$ cat src/rtl/mem_stage_pkg.sv
// Shared types and constants for the MEM pipeline stage: load-tracker state
// encoding, exception codes and the stage payload layout with its reset value.
package mem_stage_pkg;

  typedef enum logic [1:0] {
    ST_IDLE = 2'd0,
    ST_WAIT = 2'd1,
    ST_DROP = 2'd2
  } ld_state_e;

  localparam logic [4:0] EXC_INT  = 5'h00;
  localparam logic [4:0] EXC_ADEL = 5'h04;
  localparam logic [4:0] EXC_ADES = 5'h05;
  localparam logic [4:0] EXC_SYS  = 5'h08;
  localparam logic [4:0] EXC_BP   = 5'h09;
  localparam logic [4:0] EXC_RI   = 5'h0a;
  localparam logic [4:0] EXC_OV   = 5'h0c;

  typedef struct packed {
    logic [31:0] pc;
    logic [4:0]  wnum;
    logic [31:0] wbdata;
    logic        exception;
    logic [4:0]  exccode;
  } mem_payload_t;

  localparam mem_payload_t PAYLOAD_RST = '0;
  localparam logic [31:0]  RDATA_RST   = '0;

endpackage

$ cat src/rtl/mem_stage_if.sv
// EX->MEM->WB handshake, payload and data-SRAM response bundle for mem_stage.
// Forwarding signals exist only when MEM_FWD_EN is defined.
interface mem_stage_if;
  logic        ex_valid_in;
  logic        mem_allowin_out;
  logic        mem_valid_out;
  logic        wb_allowin_in;

  logic [31:0] ex_PC_in;
  logic [4:0]  ex_wnum_in;
  logic [31:0] ex_wbdata_in;
  logic        ex_load_in;
  logic        ex_exception_in;
  logic [4:0]  ex_ExcCode_in;

  logic [31:0] data_sram_rdata;
  logic        data_sram_data_ok;
  logic        wb_ClrStpJmp_in;

  logic [31:0] mem_PC_out;
  logic [4:0]  mem_wnum_out;
  logic [31:0] mem_wbdata_out;
  logic [31:0] mem_dm_data_out;
  logic [1:0]  mem_adrl_out;
  logic        mem_exception_out;
  logic [4:0]  mem_ExcCode_out;
`ifdef MEM_FWD_EN
  logic        mem_fwd_we_out;
  logic [4:0]  mem_fwd_wnum_out;
  logic [31:0] mem_fwd_data_out;
`endif

  modport slave (
    input  ex_valid_in, wb_allowin_in, ex_PC_in, ex_wnum_in, ex_wbdata_in,
           ex_load_in, ex_exception_in, ex_ExcCode_in, data_sram_rdata,
           data_sram_data_ok, wb_ClrStpJmp_in,
    output mem_allowin_out, mem_valid_out, mem_PC_out, mem_wnum_out,
           mem_wbdata_out, mem_dm_data_out, mem_adrl_out, mem_exception_out,
           mem_ExcCode_out
`ifdef MEM_FWD_EN
    , output mem_fwd_we_out, mem_fwd_wnum_out, mem_fwd_data_out
`endif
  );

  modport master (
    output ex_valid_in, wb_allowin_in, ex_PC_in, ex_wnum_in, ex_wbdata_in,
           ex_load_in, ex_exception_in, ex_ExcCode_in, data_sram_rdata,
           data_sram_data_ok, wb_ClrStpJmp_in,
    input  mem_allowin_out, mem_valid_out, mem_PC_out, mem_wnum_out,
           mem_wbdata_out, mem_dm_data_out, mem_adrl_out, mem_exception_out,
           mem_ExcCode_out
`ifdef MEM_FWD_EN
    , input mem_fwd_we_out, mem_fwd_wnum_out, mem_fwd_data_out
`endif
  );
endinterface

$ cat src/rtl/mem_load_tracker.sv
// Tracks the outstanding data-SRAM load for the MEM stage and buffers its
// read data; responses belonging to flushed loads are counted and discarded.
module mem_load_tracker
  import mem_stage_pkg::*;
(
  input  logic        clk,
  input  logic        rst_n,
  input  logic        i_load_enter,
  input  logic        i_flush,
  input  logic        i_data_ok,
  input  logic [31:0] i_rdata,
  output logic        o_load_pending,
  output logic [31:0] o_rdata_buf
);

  ld_state_e   r_state;
  ld_state_e   w_state_nxt;
  logic [1:0]  r_drop_cnt;
  logic [1:0]  w_drop_cnt_nxt;
  logic [1:0]  w_drop_left;
  logic        r_live;
  logic        w_live_nxt;
  logic        w_live_left;
  logic        w_capture;
  logic [31:0] r_rdata_buf;

  // NOTE: reset is synchronous, so it is sampled inside the clocked branch and
  // every state register uses non-blocking assignment to avoid ordering races.
  always_ff @(posedge clk) begin
    if (!rst_n) begin
      r_state    <= ST_IDLE;
      r_drop_cnt <= '0;
      r_live     <= 1'b0;
    end else begin
      r_state    <= w_state_nxt;
      r_drop_cnt <= w_drop_cnt_nxt;
      r_live     <= w_live_nxt;
    end
  end

  // In DROP, r_drop_cnt counts stale responses still due and r_live marks a
  // newer load queued behind them; a flush of that load makes it stale too.
  always_comb begin
    // NOTE: every comb output gets a default first so no path infers a latch.
    w_state_nxt    = r_state;
    w_drop_cnt_nxt = r_drop_cnt;
    w_live_nxt     = r_live;
    w_drop_left    = r_drop_cnt + {1'b0, i_flush & r_live} - {1'b0, i_data_ok};
    w_live_left    = (r_live & ~i_flush) | i_load_enter;
    unique case (r_state)
      ST_IDLE: if (i_load_enter) w_state_nxt = ST_WAIT;
      ST_WAIT: begin
        if (i_data_ok) begin
          w_state_nxt = ST_IDLE;
        end else if (i_flush) begin
          w_state_nxt    = ST_DROP;
          w_drop_cnt_nxt = 2'd1;
          w_live_nxt     = 1'b0;
        end
      end
      ST_DROP: begin
        if (w_drop_left == 2'd0) begin
          w_state_nxt    = w_live_left ? ST_WAIT : ST_IDLE;
          w_drop_cnt_nxt = 2'd0;
          w_live_nxt     = 1'b0;
        end else begin
          w_drop_cnt_nxt = w_drop_left;
          w_live_nxt     = w_live_left;
        end
      end
      default: w_state_nxt = ST_IDLE;
    endcase
  end

  always_comb begin
    o_load_pending = (r_state == ST_WAIT) | ((r_state == ST_DROP) & r_live);
    w_capture      = (r_state == ST_WAIT) & i_data_ok & ~i_flush;
  end

  always_ff @(posedge clk) begin
    if (!rst_n)         r_rdata_buf <= RDATA_RST;
    else if (w_capture) r_rdata_buf <= i_rdata;
  end

  assign o_rdata_buf = r_rdata_buf;

endmodule

$ cat src/rtl/mem_stage.sv
// MEM pipeline stage: EX->MEM stage register with valid/allowin handshake and
// load stalling. Optional MEM_FWD_EN adds a register-forwarding port to EX.
module mem_stage
  import mem_stage_pkg::*;
(
  input  logic        clk,
  input  logic        rst_n,
  mem_stage_if.slave  bus
);

  logic         r_valid;
  mem_payload_t r_pl;
  mem_payload_t w_pl_in;
  logic         w_flush;
  logic         w_ready;
  logic         w_allowin;
  logic         w_accept;
  logic         w_load_enter;
  logic         w_load_pending;
  logic [31:0]  w_rdata_buf;

  assign w_flush      = bus.wb_ClrStpJmp_in;
  assign w_ready      = ~w_load_pending;
  assign w_allowin    = ~r_valid | (w_ready & bus.wb_allowin_in);
  assign w_accept     = bus.ex_valid_in & w_allowin & ~w_flush;
  assign w_load_enter = w_accept & bus.ex_load_in & ~bus.ex_exception_in;

  assign w_pl_in = '{
    pc:        bus.ex_PC_in,
    wnum:      bus.ex_wnum_in,
    wbdata:    bus.ex_wbdata_in,
    exception: bus.ex_exception_in,
    exccode:   bus.ex_ExcCode_in
  };

  always_ff @(posedge clk) begin
    if (!rst_n || w_flush) begin
      r_valid <= 1'b0;
      r_pl    <= PAYLOAD_RST;
    end else if (w_allowin) begin
      r_valid <= bus.ex_valid_in;
      if (bus.ex_valid_in) r_pl <= w_pl_in;
    end
  end

  mem_load_tracker u_tracker (
    .clk            (clk),
    .rst_n          (rst_n),
    .i_load_enter   (w_load_enter),
    .i_flush        (w_flush),
    .i_data_ok      (bus.data_sram_data_ok),
    .i_rdata        (bus.data_sram_rdata),
    .o_load_pending (w_load_pending),
    .o_rdata_buf    (w_rdata_buf)
  );

  assign bus.mem_allowin_out   = w_allowin;
  assign bus.mem_valid_out     = r_valid & w_ready & ~w_flush;
  assign bus.mem_PC_out        = r_pl.pc;
  assign bus.mem_wnum_out      = r_pl.wnum;
  assign bus.mem_wbdata_out    = r_pl.wbdata;
  assign bus.mem_adrl_out      = r_pl.wbdata[1:0];
  assign bus.mem_dm_data_out   = w_rdata_buf;
  assign bus.mem_exception_out = r_pl.exception;
  assign bus.mem_ExcCode_out   = r_pl.exccode;

`ifdef MEM_FWD_EN
  // The load flag is only needed to suppress forwarding of not-yet-loaded data.
  logic r_load;

  always_ff @(posedge clk) begin
    if (!rst_n || w_flush)                r_load <= 1'b0;
    else if (w_allowin && bus.ex_valid_in) r_load <= bus.ex_load_in;
  end

  assign bus.mem_fwd_we_out   = r_valid & ~r_load & ~r_pl.exception & (r_pl.wnum != 5'd0);
  assign bus.mem_fwd_wnum_out = r_pl.wnum;
  assign bus.mem_fwd_data_out = r_pl.wbdata;
`endif

endmodule
$ cat src/flat_wrapper.sv
// flat-port wrapper written by rule: the top's interface ports become plain ports
module mem_stage_flat import mem_stage_pkg::*;
  (clk, rst_n, bus_ex_valid_in, bus_wb_allowin_in, bus_ex_PC_in, bus_ex_wnum_in, bus_ex_wbdata_in, bus_ex_load_in, bus_ex_exception_in, bus_ex_ExcCode_in, bus_data_sram_rdata, bus_data_sram_data_ok, bus_wb_ClrStpJmp_in, bus_mem_allowin_out, bus_mem_valid_out, bus_mem_PC_out, bus_mem_wnum_out, bus_mem_wbdata_out, bus_mem_dm_data_out, bus_mem_adrl_out, bus_mem_exception_out, bus_mem_ExcCode_out);
  mem_stage_if bus_i ();
  input  logic clk;
  input  logic rst_n;
  input wire logic [$bits(bus_i.ex_valid_in)-1:0] bus_ex_valid_in;
  input wire logic [$bits(bus_i.wb_allowin_in)-1:0] bus_wb_allowin_in;
  input wire logic [$bits(bus_i.ex_PC_in)-1:0] bus_ex_PC_in;
  input wire logic [$bits(bus_i.ex_wnum_in)-1:0] bus_ex_wnum_in;
  input wire logic [$bits(bus_i.ex_wbdata_in)-1:0] bus_ex_wbdata_in;
  input wire logic [$bits(bus_i.ex_load_in)-1:0] bus_ex_load_in;
  input wire logic [$bits(bus_i.ex_exception_in)-1:0] bus_ex_exception_in;
  input wire logic [$bits(bus_i.ex_ExcCode_in)-1:0] bus_ex_ExcCode_in;
  input wire logic [$bits(bus_i.data_sram_rdata)-1:0] bus_data_sram_rdata;
  input wire logic [$bits(bus_i.data_sram_data_ok)-1:0] bus_data_sram_data_ok;
  input wire logic [$bits(bus_i.wb_ClrStpJmp_in)-1:0] bus_wb_ClrStpJmp_in;
  output wire logic [$bits(bus_i.mem_allowin_out)-1:0] bus_mem_allowin_out;
  output wire logic [$bits(bus_i.mem_valid_out)-1:0] bus_mem_valid_out;
  output wire logic [$bits(bus_i.mem_PC_out)-1:0] bus_mem_PC_out;
  output wire logic [$bits(bus_i.mem_wnum_out)-1:0] bus_mem_wnum_out;
  output wire logic [$bits(bus_i.mem_wbdata_out)-1:0] bus_mem_wbdata_out;
  output wire logic [$bits(bus_i.mem_dm_data_out)-1:0] bus_mem_dm_data_out;
  output wire logic [$bits(bus_i.mem_adrl_out)-1:0] bus_mem_adrl_out;
  output wire logic [$bits(bus_i.mem_exception_out)-1:0] bus_mem_exception_out;
  output wire logic [$bits(bus_i.mem_ExcCode_out)-1:0] bus_mem_ExcCode_out;
  assign bus_i.ex_valid_in = bus_ex_valid_in;
  assign bus_i.wb_allowin_in = bus_wb_allowin_in;
  assign bus_i.ex_PC_in = bus_ex_PC_in;
  assign bus_i.ex_wnum_in = bus_ex_wnum_in;
  assign bus_i.ex_wbdata_in = bus_ex_wbdata_in;
  assign bus_i.ex_load_in = bus_ex_load_in;
  assign bus_i.ex_exception_in = bus_ex_exception_in;
  assign bus_i.ex_ExcCode_in = bus_ex_ExcCode_in;
  assign bus_i.data_sram_rdata = bus_data_sram_rdata;
  assign bus_i.data_sram_data_ok = bus_data_sram_data_ok;
  assign bus_i.wb_ClrStpJmp_in = bus_wb_ClrStpJmp_in;
  assign bus_mem_allowin_out = bus_i.mem_allowin_out;
  assign bus_mem_valid_out = bus_i.mem_valid_out;
  assign bus_mem_PC_out = bus_i.mem_PC_out;
  assign bus_mem_wnum_out = bus_i.mem_wnum_out;
  assign bus_mem_wbdata_out = bus_i.mem_wbdata_out;
  assign bus_mem_dm_data_out = bus_i.mem_dm_data_out;
  assign bus_mem_adrl_out = bus_i.mem_adrl_out;
  assign bus_mem_exception_out = bus_i.mem_exception_out;
  assign bus_mem_ExcCode_out = bus_i.mem_ExcCode_out;
  mem_stage u_core (.clk(clk), .rst_n(rst_n), .bus(bus_i));
endmodule
$ cat config.mk
export PLATFORM = sky130hd
export DESIGN_NAME = mem_stage_flat
export DESIGN_NICKNAME = d
export VERILOG_FILES = /design/src/rtl/mem_stage_pkg.sv /design/src/rtl/mem_stage_if.sv /design/src/rtl/mem_load_tracker.sv /design/src/rtl/mem_stage.sv /design/src/flat_wrapper.sv
export SDC_FILE = /design/constraint.sdc
export NUM_CORES = 1
export LEC_CHECK = 0
export CORE_UTILIZATION = 39
export DETAILED_ROUTE_END_ITERATION = 10
export GPL_TIMING_DRIVEN = 0
export PLACE_DENSITY = 0.8
export SYNTH_ARGS = -nofsm -noshare
export SYNTH_HDL_FRONTEND = slang
export SYNTH_SLANG_ARGS = --single-unit
$ cat constraint.sdc
create_clock -name clk -period 2.4 [get_ports clk]
set_clock_uncertainty 0.2 [all_clocks]
set_input_delay 0.72 -clock clk [delete_from_list [all_inputs] [get_ports clk]]
set_output_delay 0.72 -clock clk [all_outputs]
set_load 0.05 [all_outputs]
==> metrics.txt, run 1 <==
outcome finished, violations left; failing checks setup timing; Syn. warnings 0; DIE AREA 0.0114 mm^2; CP Launch Type register; dpl ws -1.00 ns; leakage 3.42 nW; die width between 100 and 150 um; CTS tree built; Tcrit/Tclk final 1.03; Slew headroom 0.635; Setup Viol. Count Final 2; Critical Path Start u_core.u_tracker.r_state[0]; DR vias ~3,900; CTS hold repair buffers 0; pins over their slew limit 0; CP Class register to primary output; Netlist cell types 32; Setup crit end bus_mem_valid_out; Net Sw Frac 0.249; Clock Power Share 0.463; fin worst setup slack -0.0798 ns; IO Count approximately 230; drt wl/cell about 14 um; critical path capture point type primary output; unrepaired setup endpoints after global routing yes; drt total wl ~12 mm; syn avg cell area 9.83 um^2; Fill cells between 800 and 900; NumNets Final 799; Flop pwr share 0.391; Sw Pwr between 1 and 1.5 mW; post-route ant nets 0; DR pass1 iterations 4; Fmax between 0.4 and 0.5 GHz; worst path bufs/invs 1; flop-to-flop setup slack around 0.28 ns; crit-path cells and3b_2 > nor4b_4 > buf_6; Crit Reg-Reg Startpoint u_core.u_tracker.r_state[0]; fin area around 0.0072 mm^2; row cnt 37; # port buffers roughly 220; Core Box Area 0.0105 mm^2; grt ovf 0; total CTS buffers 17; Worst Hold Class register to register; DR vias/cell around 4.7; layout cells sized above 1 0.0878; initial core utilization 0.408; post-synth top area share 0.528; family with the most delay on the worst path simple AND/OR/NAND/NOR gates; Starting DRT DRC Count 136; HP Start u_core.u_tracker.o_rdata_buf[12]; TNS Setup -0.145 ns; largest cells by area after synthesis dfxtp_1 53%, mux2i_1 18%, nor2_1 6.8%; R2R Path End u_core.bus.mem_PC_out[16]; stages on the worst setup path 3; PD cells around 700 mW/mm^2; flip-flop and latch count after synthesis roughly 110; H-tree levels 4; ant diodes 0; die height about 110 um; DRC viols 0; synthesized cell area around 0.0043 mm^2; GRT Total Usage 0.211; R2R cell count 7; Tightest Pin Transition 0.549 ns; CP max FO 3; Final Critical Period roughly 2.5 ns; post-synthesis sequential area ratio 0.528; DP Area between 0.006 and 0.007 mm^2; largest net degree at the start of global routing 17; CTS root buffer clkbuf_8; max_cap viols 0; Clk pin slew, worst setup/hold paths about 0.050 ns; critical path arrival ~1.6 ns; Cells after Synth about 440; Clock Tree Buf Depth 2; vias in the first global route 3,980; Critical Path RT ~1.5 ns; Crit-path slowest cell dfxtp_4; Final Wtd Congestion 0.759; Comb power frac 0.145; Pint ~3.8 mW; CTS sink cnt about 110; antenna violations before repair 0; Detail Placement HPWL about 8.9 mm; crit-path max cell delay about 0.35 ns; Max rail drop VDD 0.494 mV; first-pass GRT wire length around 19 mm; syn_nets 552; Total Power ~5.0 mW; clk_lat worst skew around 0.49 ns; Area growth syn-to-layout 67.7%; Hold Fails Final Rpt 0; Yosys top cell by area dfxtp_1
Yosys cell counts, drive strengths merged:
master     n
nand4      1
nor2b      2
xor3       1
xor2       1
nand2     69
and3b      2
o21ai      3
nor4b      1
inv        4
o21bai     1
o32ai      1
o31ai      1
o211ai     1
and2       1
ha         2
nor4       1
nand3b     2
mux2i     75
o21a       1
nand4bb    1
nor2      78
nor3b      2
o311ai     1
dfxtp    113
clkbuf    17
a21oi      3
nand2b     3
buf       13
a21boi    34
nor3       1
stage by stage:
stage / hold slack (ns) / instances / util
CTS: 0.261 / 831 / 0.684
floorplan: 0.228 / 436 / -
detailed placement: 0.256 / 796 / 0.640
global route: 0.284 / 831 / 0.684
global placement: 0.241 / 796 / 0.640
finish: 0.257 / 831 / 0.684
cells in the final DEF (no fill, tap or decap), drive strengths merged:
cell type and instances:
nand2 69, inv 4, o21ai 3, mux2i 75, nand4 1, o311ai 1
o21a 1, o32ai 1, nand4bb 1, clkdlybuf4s15 2, clkinvlp 4, clkbuf 39
bufinv 2, clkinv 5, xor2 1, nor3 1, buf 19, nand2b 3
clkdlybuf4s50 111, o211ai 1, dlygate4sd2 107, o21bai 1, and2 1, nor3b 2
dfxtp 113, and3b 2, xor3 1, nor2b 2, o31ai 1, nor4b 1
nand3b 2, a21oi 3, a21boi 34, nor2 78, ha 2, nor4 1
power groups by stage:
stage / sequential (mW) / combinational, mW / clock (mW)
after global routing: 1.96 / 0.771 / 2.46
after floorplan: 2.18 / 0.240 / 0
after detailed placement: 2.00 / 0.763 / 0
final: 1.96 / 0.727 / 2.32
after CTS: 1.96 / 0.734 / 2.35
after global placement: 2.00 / 0.753 / 0
timing repair:
action,4_1_cts,5_1_grt
gates resized for setup,137,6
hold endpoints to repair,0,0
endpoints found under the setup margin,153,44
pin swaps,2,0
buffers inserted,4,0
worst min-delay path: stages, from the launching register on:
cell,delay (ns)
dfxtp_1,0.30
nand2_1,0.04
a21boi_0,0.06
kinds of logic after synthesis:
family | after synthesis | share of synthesized area
xor+xnor | 2 | 0.00759
buf+inv | 34 | 0.0438
mux | 75 | 0.175
flops | 113 | 0.528
simple gates | 164 | 0.157
fa+ha+maj | 2 | 0.00584
compound gates | 46 | 0.0821
area by class of cell:
cell class                      count  area, um^2  share of cell area
Buffer                             30         174              0.0242
Clock buffer                       20         435              0.0606
Clock inverter                     11         115              0.0160
Inverter                            4        15.0             0.00209
Multi-Input combinational cell    289        1870               0.261
Sequential cell                   113        2270               0.316
Tap cell                          136         170              0.0237
Timing Repair Buffer              228        2130               0.297
state kept, by name (all words and copies together), names as in the netlist:
register,count
u_core.u_tracker.o_rdata_buf,32
u_core.bus.mem_wbdata_out,32
u_core.r_valid,1
u_core.u_tracker.r_state,2
u_core.bus.mem_exception_out,1
u_core.u_tracker.r_drop_cnt,2
u_core.u_tracker.r_live,1
u_core.bus.mem_wnum_out,5
u_core.bus.mem_PC_out,32
u_core.bus.mem_ExcCode_out,5
metal layers:
| metal | share of wire | GRT usage |
|---|---|---|
| met1 | 0.41 | 0.232 |
| met2 | 0.50 | 0.373 |
| met3 | 0.079 | 0.0748 |
| met4 | 0.011 | 0.0724 |
| met5 | 0 | 0 |
how the worst min path moves through the flow:
stage,cells after the start,end,slack [ns]
2_1_floorplan,2,u_core.u_tracker.r_drop_cnt[0],0.23
3_5_place_dp,2,u_core.u_tracker.o_rdata_buf[21],0.26
6_report,2,u_core.u_tracker.o_rdata_buf[12],0.26
4_1_cts,2,u_core.u_tracker.o_rdata_buf[21],0.26
3_3_place_gp,2,u_core.u_tracker.r_drop_cnt[0],0.24
5_1_grt,2,u_core.u_tracker.r_drop_cnt[0],0.28
(Power assumes the default switching activity.)
==> run 2, diff against run 1 <==
--- a/config.mk
+++ b/config.mk
@@ -7,7 +7,7 @@
 export LEC_CHECK = 0
 export CORE_UTILIZATION = 39
 export DETAILED_ROUTE_END_ITERATION = 10
-export GPL_TIMING_DRIVEN = 0
+export HOLD_SLACK_MARGIN = 0.15
 export PLACE_DENSITY = 0.8
 export SYNTH_ARGS = -nofsm -noshare
 export SYNTH_HDL_FRONTEND = slang
==> metrics.txt, run 2 (synthesis results as in run 1) <==
outcome finished, violations left (unchanged); failing checks setup timing (unchanged); Setup Viol. Count Final 2 (unchanged); critical path arrival 1.62 ns (was 1.56 ns); max_cap viols 0 (unchanged); # port buffers 224 (unchanged); Inst Count DP 791 (was 796); vias in the first global route 3,970 (was 3,980); post-route ant nets 0 (unchanged); Tightest Pin Transition 0.516 ns (was 0.549 ns); row cnt 37 (unchanged); Hold Fails Final Rpt 0 (unchanged); Pint 3.74 mW (was 3.76 mW); Clock Power Share 0.450 (was 0.463); Hold Path Depth 2 (unchanged); drt wl/cell 14.4 um (was 14.3 um); Fmax 0.394 GHz (was 0.403 GHz); Worst Hold Class register to register (unchanged); CP max FO 3 (unchanged); ant diodes 0 (unchanged); Tcrit/Tclk final 1.06 (was 1.03); die width 107 um (unchanged); CTS sink cnt 113 (unchanged); Clk pin slew, worst setup/hold paths 0.05 ns (about the same); DR vias/cell 4.71 (was 4.69); CTS tree built (unchanged); leakage 3.37 nW (was 3.42 nW); fin cells 824 (was 831); Sw Pwr 1.22 mW (was 1.25 mW); Clock Tree Buf Depth 2 (unchanged); IO Count 225 (unchanged); GRT Total Usage 0.213 (was 0.211); critical path capture point type primary output (unchanged); fin area 0.00724 mm^2 (was 0.00718 mm^2); Finished Core Util 0.689 (was 0.684); antenna violations before repair 0 (unchanged); Net Sw Frac 0.247 (was 0.249); unrepaired setup endpoints after global routing yes (unchanged); grt ovf 0 (unchanged); CTS hold repair buffers 0 (unchanged); first-pass GRT wire length 18.7 mm (was 18.8 mm); H-tree levels 4 (unchanged); CP Class input port to primary output (was register to primary output); total CTS buffers 17 (unchanged); Starting DRT DRC Count 157 (was 136); Critical Path RT 1.48 ns (about the same); pins over their slew limit 0 (unchanged); Max rail drop VDD 0.467 mV (was 0.494 mV); DR vias 3,881 (was 3,900); hold_ws 0.255 ns (was 0.257 ns); initial core utilization 0.408 (unchanged); DIE AREA 0.0114 mm^2 (unchanged); Flop pwr share 0.395 (was 0.391); CP Launch Type input port (was register); commonest non-fill, non-tap cells in the layout 111 x clkdlybuf4s50_1, 111 x dfxtp_1, 78 x nor2_1 (was 111 x clkdlybuf4s50_1, 111 x dfxtp_1, 107 x dlygate4sd2_1); Core Box Area 0.0105 mm^2 (unchanged); area occupied by multi-input gates 0.00187 mm^2 (about the same); Final Critical Period 2.54 ns (was 2.48 ns); layout cells sized above 1 0.174 (was 0.0878); Area growth syn-to-layout 68.9% (was 67.7%); die height 107 um (unchanged); Final Wtd Congestion 0.790 (was 0.759); Comb power frac 0.155 (was 0.145); largest net degree at the start of global routing 33 (was 17); CTS root buffer clkbuf_8 (unchanged); Slew headroom 0.657 (was 0.635); R2R cell count 7 (unchanged); NumNets Final 793 (was 799); drt total wl 11.8 mm (was 11.9 mm); PD cells 686 mW/mm^2 (was 697 mW/mm^2); clk_lat worst skew 0.51 ns (was 0.49 ns); register area 0.00227 mm^2 (about the same); TNS Setup -0.256 ns (was -0.145 ns); Fill cells 819 (was 861); DRC viols 0 (unchanged); DR pass1 iterations 4 (unchanged); DP Area 0.00674 mm^2 (was 0.00673 mm^2); Detail Placement HPWL 8.91 mm (was 8.90 mm); fin worst setup slack -0.139 ns (was -0.0798 ns)
==> run 2: worst paths after layout <==
check,from,to,slack [ns]
setup / recovery,bus_wb_ClrStpJmp_in,bus_mem_valid_out,-0.14
setup reg to reg,u_core.u_tracker.r_state[0],u_core.bus.mem_wbdata_out[12],0.37
hold reg to reg,u_core.u_tracker.r_drop_cnt[0],u_core.u_tracker.r_drop_cnt[0],0.25
hold / removal,u_core.u_tracker.r_drop_cnt[0],u_core.u_tracker.r_drop_cnt[0],0.25
==> run 2: routing by layer <==
layer	vias to the layer above	global-route usage	part of all wire
met5	-	0	0
met4	0	0.0969	0.023
met3	20	0.0918	0.074
met2	146	0.376	0.52
met1	1785	0.215	0.39
li1	1930	-	-
==> run 2: critical path, cell delays in order <==
cell and delay [ns]:
dlygate4sd2_1 0.27, buf_4 0.15, nor4b_4 0.30, buf_12 0.18
==> run 2: layout make-up <==
type | instances | share of cell area
Clock inverter | 7 | 0.00830
Multi-Input combinational cell | 289 | 0.259
Clock buffer | 23 | 0.0645
Sequential cell | 113 | 0.313
Inverter | 4 | 0.00208
Timing Repair Buffer | 252 | 0.329
Tap cell | 136 | 0.0235
==> run 2: repair_timing <==
action,in CTS,in global routing
setup buffers,1,2
endpoints found under the setup margin,57,2
pin swaps,3,2
hold endpoints to repair,0,0
gates resized for setup,65,0
==> run 2: power by group through the flow <==
stage	Combinational, mW	Clock (mW)	Sequential, mW
5_1_grt	0.810	2.37	1.97
3_5_place_dp	0.784	0	2.00
3_3_place_gp	0.772	0	2.00
4_1_cts	0.772	2.29	1.96
6_report	0.767	2.23	1.96
2_1_floorplan	0.240	0	2.18
==> run 2: stage by stage <==
step | power [mW] | setup slack (ns)
final | 4.96 | -0.139
after CTS | 5.02 | -0.198
after global routing | 5.15 | -0.193
after global placement | 2.77 | -0.358
after detailed placement | 2.79 | -0.434
after floorplan | 2.42 | 0.109
